## src/rtl/control_sequencer.sv

```systemverilog
// Instruction-fetch/ALU control sequencer: RESET, T0..T5 and HALT, with
// registered Moore strobes decoded from the next state and the latched opcode.
module control_sequencer (
  input  logic        i_clk,
  input  logic        i_clear,
  input  logic [31:0] i_ir,
  input  logic        i_mem_ready,
  input  logic        i_stop,
  output logic        o_pc_out,
  output logic        o_mdr_out,
  output logic        o_zlo_out,
  output logic        o_pc_in,
  output logic        o_mdr_in,
  output logic        o_mar_in,
  output logic        o_ir_in,
  output logic        o_y_in,
  output logic        o_zlo_in,
  output logic        o_inc_pc,
  output logic        o_read,
  output logic        o_gra,
  output logic        o_grb,
  output logic        o_grc,
  output logic        o_r_in,
  output logic        o_r_out,
  output logic [4:0]  o_control,
  output logic        o_run,
  output logic        o_illegal
);

  typedef enum logic [2:0] {
    S_RESET = 3'd0,
    S_T0    = 3'd1,
    S_T1    = 3'd2,
    S_T2    = 3'd3,
    S_T3    = 3'd4,
    S_T4    = 3'd5,
    S_T5    = 3'd6,
    S_HALT  = 3'd7
  } state_t;

  typedef struct packed {
    logic       pc_out;
    logic       mdr_out;
    logic       zlo_out;
    logic       pc_in;
    logic       mdr_in;
    logic       mar_in;
    logic       ir_in;
    logic       y_in;
    logic       zlo_in;
    logic       inc_pc;
    logic       read;
    logic       gra;
    logic       grb;
    logic       grc;
    logic       r_in;
    logic       r_out;
    logic [4:0] control;
    logic       run;
  } ctrl_t;

  localparam logic [4:0] OP_ALU_LO = 5'd3;
  localparam logic [4:0] OP_ALU_HI = 5'd10;
  localparam logic [4:0] OP_HALT   = 5'd27;

  function automatic logic is_alu_op(input logic [4:0] op);
    return (op >= OP_ALU_LO) && (op <= OP_ALU_HI);
  endfunction

  function automatic ctrl_t decode(input state_t st, input logic [4:0] op);
    ctrl_t c;
    c = '0;
    case (st)
      S_T0: begin
        c.pc_out = 1'b1; c.mar_in = 1'b1; c.inc_pc = 1'b1; c.zlo_in = 1'b1; c.run = 1'b1;
      end
      S_T1: begin
        c.zlo_out = 1'b1; c.pc_in = 1'b1; c.read = 1'b1; c.mdr_in = 1'b1; c.run = 1'b1;
      end
      S_T2: begin
        c.mdr_out = 1'b1; c.ir_in = 1'b1; c.run = 1'b1;
      end
      S_T3: begin
        c.run = 1'b1;
        // A halt instruction touches no registers on its way out
        if (op != OP_HALT) begin
          c.grb = 1'b1; c.r_out = 1'b1; c.y_in = 1'b1;
        end else begin
          c.grb = 1'b0; c.r_out = 1'b0; c.y_in = 1'b0;
        end
      end
      S_T4: begin
        c.grc = 1'b1; c.r_out = 1'b1; c.zlo_in = 1'b1; c.run = 1'b1;
        c.control = op - 5'd1;
      end
      S_T5: begin
        c.zlo_out = 1'b1; c.gra = 1'b1; c.r_in = 1'b1; c.run = 1'b1;
      end
      default: c = '0;
    endcase
    return c;
  endfunction

  state_t     r_state;
  state_t     w_state_next;
  logic [4:0] r_opcode;
  logic [4:0] w_opcode_next;
  logic       r_stop_pend;
  logic       w_stop_pend_next;
  logic       r_illegal;
  logic       w_illegal_next;
  ctrl_t      r_ctrl;
  ctrl_t      w_ctrl_next;
  logic       w_in_seq;
  logic       w_unused_ir;

  assign w_in_seq    = (r_state != S_RESET) && (r_state != S_HALT);
  assign w_unused_ir = ^i_ir[26:0];

  // Next-state, opcode capture, stop-pending and sticky illegal logic
  always_comb begin
    w_state_next     = r_state;
    w_opcode_next    = r_opcode;
    w_illegal_next   = r_illegal;
    w_stop_pend_next = r_stop_pend;
    case (r_state)
      S_RESET: w_state_next = S_T0;
      S_T0:    w_state_next = S_T1;
      S_T1: begin
        if (i_mem_ready) begin
          w_state_next = S_T2;
        end else begin
          w_state_next = S_T1;
        end
      end
      S_T2: begin
        w_state_next  = S_T3;
        w_opcode_next = i_ir[31:27];
      end
      S_T3: begin
        if (is_alu_op(r_opcode)) begin
          w_state_next = S_T4;
        end else if (r_opcode == OP_HALT) begin
          w_state_next = S_HALT;
        end else begin
          w_state_next   = S_HALT;
          w_illegal_next = 1'b1;
        end
      end
      S_T4: w_state_next = S_T5;
      S_T5: begin
        // A stop raised in T5 itself still ends the run at this boundary
        if (r_stop_pend || i_stop) begin
          w_state_next = S_HALT;
        end else begin
          w_state_next = S_T0;
        end
      end
      S_HALT:  w_state_next = S_HALT;
      default: w_state_next = S_RESET;
    endcase
    if (w_state_next == S_HALT) begin
      w_stop_pend_next = 1'b0;
    end else begin
      w_stop_pend_next = r_stop_pend | (w_in_seq & i_stop);
    end
    w_ctrl_next = decode(w_state_next, w_opcode_next);
  end

  // FSM state register
  always_ff @(posedge i_clk) begin
    if (i_clear) begin
      r_state <= S_RESET;
    end else begin
      r_state <= w_state_next;
    end
  end

  // Opcode, flags and registered output strobes
  always_ff @(posedge i_clk) begin
    if (i_clear) begin
      r_opcode    <= 5'd0;
      r_stop_pend <= 1'b0;
      r_illegal   <= 1'b0;
      r_ctrl      <= '0;
    end else begin
      r_opcode    <= w_opcode_next;
      r_stop_pend <= w_stop_pend_next;
      r_illegal   <= w_illegal_next;
      r_ctrl      <= w_ctrl_next;
    end
  end

  assign o_pc_out  = r_ctrl.pc_out;
  assign o_mdr_out = r_ctrl.mdr_out;
  assign o_zlo_out = r_ctrl.zlo_out;
  assign o_pc_in   = r_ctrl.pc_in;
  assign o_mdr_in  = r_ctrl.mdr_in;
  assign o_mar_in  = r_ctrl.mar_in;
  assign o_ir_in   = r_ctrl.ir_in;
  assign o_y_in    = r_ctrl.y_in;
  assign o_zlo_in  = r_ctrl.zlo_in;
  assign o_inc_pc  = r_ctrl.inc_pc;
  assign o_read    = r_ctrl.read;
  assign o_gra     = r_ctrl.gra;
  assign o_grb     = r_ctrl.grb;
  assign o_grc     = r_ctrl.grc;
  assign o_r_in    = r_ctrl.r_in;
  assign o_r_out   = r_ctrl.r_out;
  assign o_control = r_ctrl.control;
  assign o_run     = r_ctrl.run;
  assign o_illegal = r_illegal;

endmodule

```

## config.mk

```make
export PLATFORM = sky130hd
export DESIGN_NAME = control_sequencer
export DESIGN_NICKNAME = d
export VERILOG_FILES = /design/src/rtl/control_sequencer.sv
export SDC_FILE = /design/constraint.sdc
export NUM_CORES = 1
export LEC_CHECK = 0
export ABC_AREA = 1
export CORE_ASPECT_RATIO = 0.9
export CORE_MARGIN = 2
export CORE_UTILIZATION = 29
export DETAILED_ROUTE_END_ITERATION = 6
export PLACE_DENSITY = 0.61
export RECOVER_POWER = 50
export SYNTH_ARGS = -nofsm -noshare
export SYNTH_HDL_FRONTEND = slang
export SYNTH_SLANG_ARGS = --single-unit
```

## constraint.sdc

```tcl
create_clock -name i_clk -period 3.9 [get_ports i_clk]
set_input_delay 0.78 -clock i_clk [delete_from_list [all_inputs] [get_ports i_clk]]
set_output_delay 0.78 -clock i_clk [all_outputs]
set_load 0.02 [all_outputs]
```

=== Word level (Yosys, flattened, before mapping) ===
Index checks and enable logic that the tools add are counted.

* Flip-flop bits (word level): 27
* Logic and storage cells: 71
* Output and inout bits: 23

* Bitwise operators: 6
* Magnitude comparators: 2
* Reduce and logical (&&, ||, !) cells: 12
* Add/subtract/negate cells: 1
* Muxes and demuxes: 16
* Equality and inequality tests: 17

{| class="wikitable"
|+ Operator list
! cell !! count
|-
| 3-bit == test (second input constant) || 8
|-
| 3-bit case mux with 8 select lines || 1
|-
| 3-bit by 2-bit == test with 1-bit output (second input constant) || 4
|-
| 1-bit 2-to-1 mux || 10
|-
| 2-bit OR reduction || 5
|-
| 3-bit by 1-bit == test with 1-bit output (second input constant) || 2
|-
| 6-bit OR reduction || 1
|-
| 5-bit == test (second input constant) || 1
|-
| 5-bit by 2-bit >= comparator with 1-bit output (second input constant) || 1
|-
| 5-bit by 4-bit less-or-equal comparator with 1-bit output (second input constant) || 1
|-
| 5-bit 2-to-1 mux || 1
|-
| 5-bit != test (second input constant) || 1
|-
| 5-bit by 1-bit subtractor with 5-bit output (second input constant) || 1
|-
| 2-bit 2-to-1 mux || 2
|-
| 1-bit NOT || 4
|-
| 3-bit zero test || 1
|-
| 3-bit 2-to-1 mux || 1
|-
| 3-bit != test (second input constant) || 1
|-
| 3-bit AND reduction || 1
|-
| 3-bit nonzero test || 1
|-
| 1-bit logical AND || 2
|-
| 1-bit case mux with 2 select lines || 1
|-
| 1-bit bitwise AND || 1
|-
| 1-bit logical OR || 1
|-
| 1-bit bitwise OR || 1
|}

=== Longest topological paths before layout ===
* Depth after elaboration: 7
* Gate-level depth with buffers: 12
* Depth with buffers taken out: 12

=== Least setup slack after synthesis ===
No wires, ideal clock.

* Path kind: input-to-reg
* From: input i_stop
* To: register r_ctrl (netlist bit o_control[1])
* Data required time: 3.836 ns
* Arrival: 1.774 ns
* Buffers on the path: 0
* Stages on the path: 10
* Setup slack: 2.062 ns
* Cells stage by stage: nor3_1 > o21ai_0 > inv_1 > nand2_1 > nand2_1 > ha_1 > nand2_1 > nor2_4 > inv_1 > nor2_1

* Longest elaborated chain between the ends: 6

{| class="wikitable"
|+ RTL lines
! what !! RTL line !! RTL
|-
| start: declaration || 8 || <nowiki>input logic i_stop,</nowiki>
|-
| 1-bit logical OR || 153 || <nowiki>if (r_stop_pend || i_stop) begin</nowiki>
|-
| 3-bit 2-to-1 mux || 153 ||
|-
| 3-bit case mux with 8 select lines || 126 || <nowiki>case (r_state)</nowiki>
|-
| 3-bit == test || 73 || <nowiki>case (st)</nowiki>
|-
| 1-bit NOT (no line) || n/a ||
|-
| 2-bit OR reduction (no line) || n/a ||
|-
| end signal: assignment || 190 || <nowiki>r_ctrl <= w_ctrl_next;</nowiki>
|-
| end: declaration || 112 || <nowiki>ctrl_t r_ctrl;</nowiki>
|}

Every way passes these cells.
A chain may end at the register's enable or synchronous reset.

=== Final worst setup path ===
* From: input i_stop
* To: register r_ctrl (netlist bit o_control[0])

The elaborated chain is that of the path after synthesis.

==> results_dict.tcl <==
set metrics [dict create \
    cts_root_buf "clkbuf_8" \
    hp-class "reg -> reg" \
    antenna_found_initial 0 \
    ir_drop_mv 0.112 \
    start_util 0.297 \
    skew_ns 0.00853 \
    die_area_um2 4610 \
    clock-sinks 25 \
    syn-num-nets 206 \
    io_pins 59 \
    cp-start-kind "input pin" \
    p_per_area_nw_per_um2 431 \
    r2r_slack_ns 2.18 \
    path_clk_slew_ns 0.09 \
    htreeDepth 1 \
    yosysUniqueCellTypes 20 \
    fin_crit_sh 0.602 \
    slew_viol_final 0 \
    wl_per_cell_um 9.42 \
    layout_common_cells "nand2_1, inv_1, dfxtp_1" \
    cts_buffer_depth 2 \
    core_um2 3990 \
    outcome "complete, no violations" \
    critPathArrivalTime_ns 2.56 \
    cts_hold_buffers 0 \
    netlist_area_um2 1180 \
    r2r_end "o_control[0]$_SDFF_PP0_" \
    worst-r2r-cell-count 11 \
    layout-drive-gt1-share 0.0635 \
    die_x_um 71.3 \
    post_cts_buffers 0 \
    num_vias 956 \
    tightest_slew_ns 0.417 \
    tns_ns 0 \
    synth_seq_cells 25 \
    fin_crit_ns 2.35 \
    avgSynthCellArea_um2 7.31 \
    yosysSeqAreaShare 0.423 \
    io_buffers 31 \
    die_h_um 64.6 \
    cts_buffers 3 \
    finalSetupViolations 0 \
    place_congestion 0.776 \
    fillers 413 \
    fmax_ghz 0.426 \
    route.detailed.drc 0 \
    cts_tree "yes" \
    dpl_cell_area_um2 1500 \
    criticalPathCategory "in -> reg" \
    required_ns 4.11 \
    cap_viol_max_count 0 \
    grt_pass1_vias 862 \
    area_growth_pct 30.4 \
    grt_pass1_wl_um 3760 \
    crit_fanout 5 \
    final_nets 234 \
    startpoint "i_stop" \
    finalHoldViolCount 0 \
    groute.usage.overall 0.104 \
    layout_commonest_cell "nand2_1" \
    endpoint "o_control[0]$_SDFF_PP0_" \
    yosysWarnings 0 \
    rsz0062_at_grt "no" \
    grt-ovfl-total 0 \
    timing.rr.start "r_state[2]$_SDFF_PP0_" \
    clk_latency_ns 0.27 \
    final_antenna_net_count 0 \
    antenna_cells 0 \
    synthCells 162 \
    routed_wl_um 2230 \
    crit_path_end_kind "flip-flop" \
    grt_start_max_net_pins 15 \
    core.rowCount 22 \
    dp_hpwl_um 1720 \
    dr.first_iter.drc_count 66 \
    firstDrtPassIters 4 \
    relSlewSlack 0.721 \
    vias_per_cell 4.03 \
    hp-start "o_illegal$_SDFFE_PP0P_" \
    ctsResizeCount 0 \
    stdcell_area_um2 1540 \
    leakagePower_nw 0.813 \
]
Yosys cell counts, drive strengths merged:
cell / n / area share
a21oi: 4 / 0.017
o21bai: 1 / 0.0063
clkbuf: 1 / 0.0032
nand4: 2 / 0.011
nand2: 40 / 0.13
dfxtp: 25 / 0.42
ha: 8 / 0.085
nand3: 8 / 0.038
nor3: 2 / 0.0085
nor2: 24 / 0.089
nand3b: 2 / 0.013
buf: 7 / 0.044
o21a: 1 / 0.0063
inv: 34 / 0.11
o21ai: 3 / 0.016
logic make-up (layout without fill, tap and decap cells):
group | Yosys count | after routing | share of synthesized area
buffers and inverters | 42 | 69 | 0.155
and+or+nand+nor | 78 | 78 | 0.292
adders and majority gates | 8 | 8 | 0.0846
AOI/OAI and AO/OA | 9 | 9 | 0.0455
DFF | 25 | 25 | 0.423
state kept, by name, indices dropped and copies added (netlist names):
register,flops
o_control,5
r_opcode,5
r_state,3
o_grb,1
o_grc,1
o_illegal,1
o_inc_pc,1
o_ir_in,1
o_pc_in,1
o_r_in,1
o_r_out,1
o_run,1
o_zlo_in,1
o_zlo_out,1
r_stop_pend,1
power by group:
part / internal, mW / switching [mW]
sequential: 0.282 / 0.0155
combinational: 0.0856 / 0.126
clock: 0.0716 / 0.0852
per-layer routing:
metal / track usage / up-vias / part of all wire
li1: - / 526 / -
met1: 0.150 / 408 / 0.53
met2: 0.142 / 17 / 0.40
met3: 0.0264 / 5 / 0.049
met4: 0.0472 / 0 / 0.018
met5: 0 / - / 0
how the worst min path moves through the flow:
stage / to / slack (ns) / cells after the start
6_report: o_illegal$_SDFFE_PP0P_ / 0.46 / 2
5_1_grt: o_illegal$_SDFFE_PP0P_ / 0.49 / 2
4_1_cts: o_illegal$_SDFFE_PP0P_ / 0.47 / 2
3_5_place_dp: o_illegal$_SDFFE_PP0P_ / 0.45 / 2
3_3_place_gp: o_illegal$_SDFFE_PP0P_ / 0.44 / 2
2_1_floorplan: r_opcode[4]$_SDFF_PP0_ / 0.50 / 2
area by class of cell:
class	instances	area [um^2]	share of cell area
clock buffers	3	41.3	0.0267
clock inverters	1	5.00	0.00324
inverters	34	128	0.0827
multi-input cells	95	499	0.323
flip-flops and latches	25	500	0.324
well taps	48	60.1	0.0389
repair buffers	31	310	0.201
metrics by stage:
stage | cells | power (mW) | util | setup slack [ns] | hold WS, ns
3_5_place_dp | 233 | 0.523 | 0.375 | 1.38 | 0.451
3_3_place_gp | 233 | 0.521 | 0.375 | 1.39 | 0.440
2_1_floorplan | 162 | 0.453 | - | 2.06 | 0.498
6_report | 237 | 0.666 | 0.387 | 1.55 | 0.456
5_1_grt | 237 | 0.710 | 0.387 | 1.32 | 0.488
4_1_cts | 237 | 0.677 | 0.387 | 1.65 | 0.465
critical path: stages:
cell,delay (ns)
dlygate4sd3_1,0.55
nor3_1,0.22
o21ai_0,0.10
inv_1,0.06
nand2_1,0.04
nand2_1,0.16
ha_1,0.18
nand2_1,0.09
nor2_4,0.19
inv_1,0.09
nor2_1,0.09
Power figures use the tool's default switching activity.
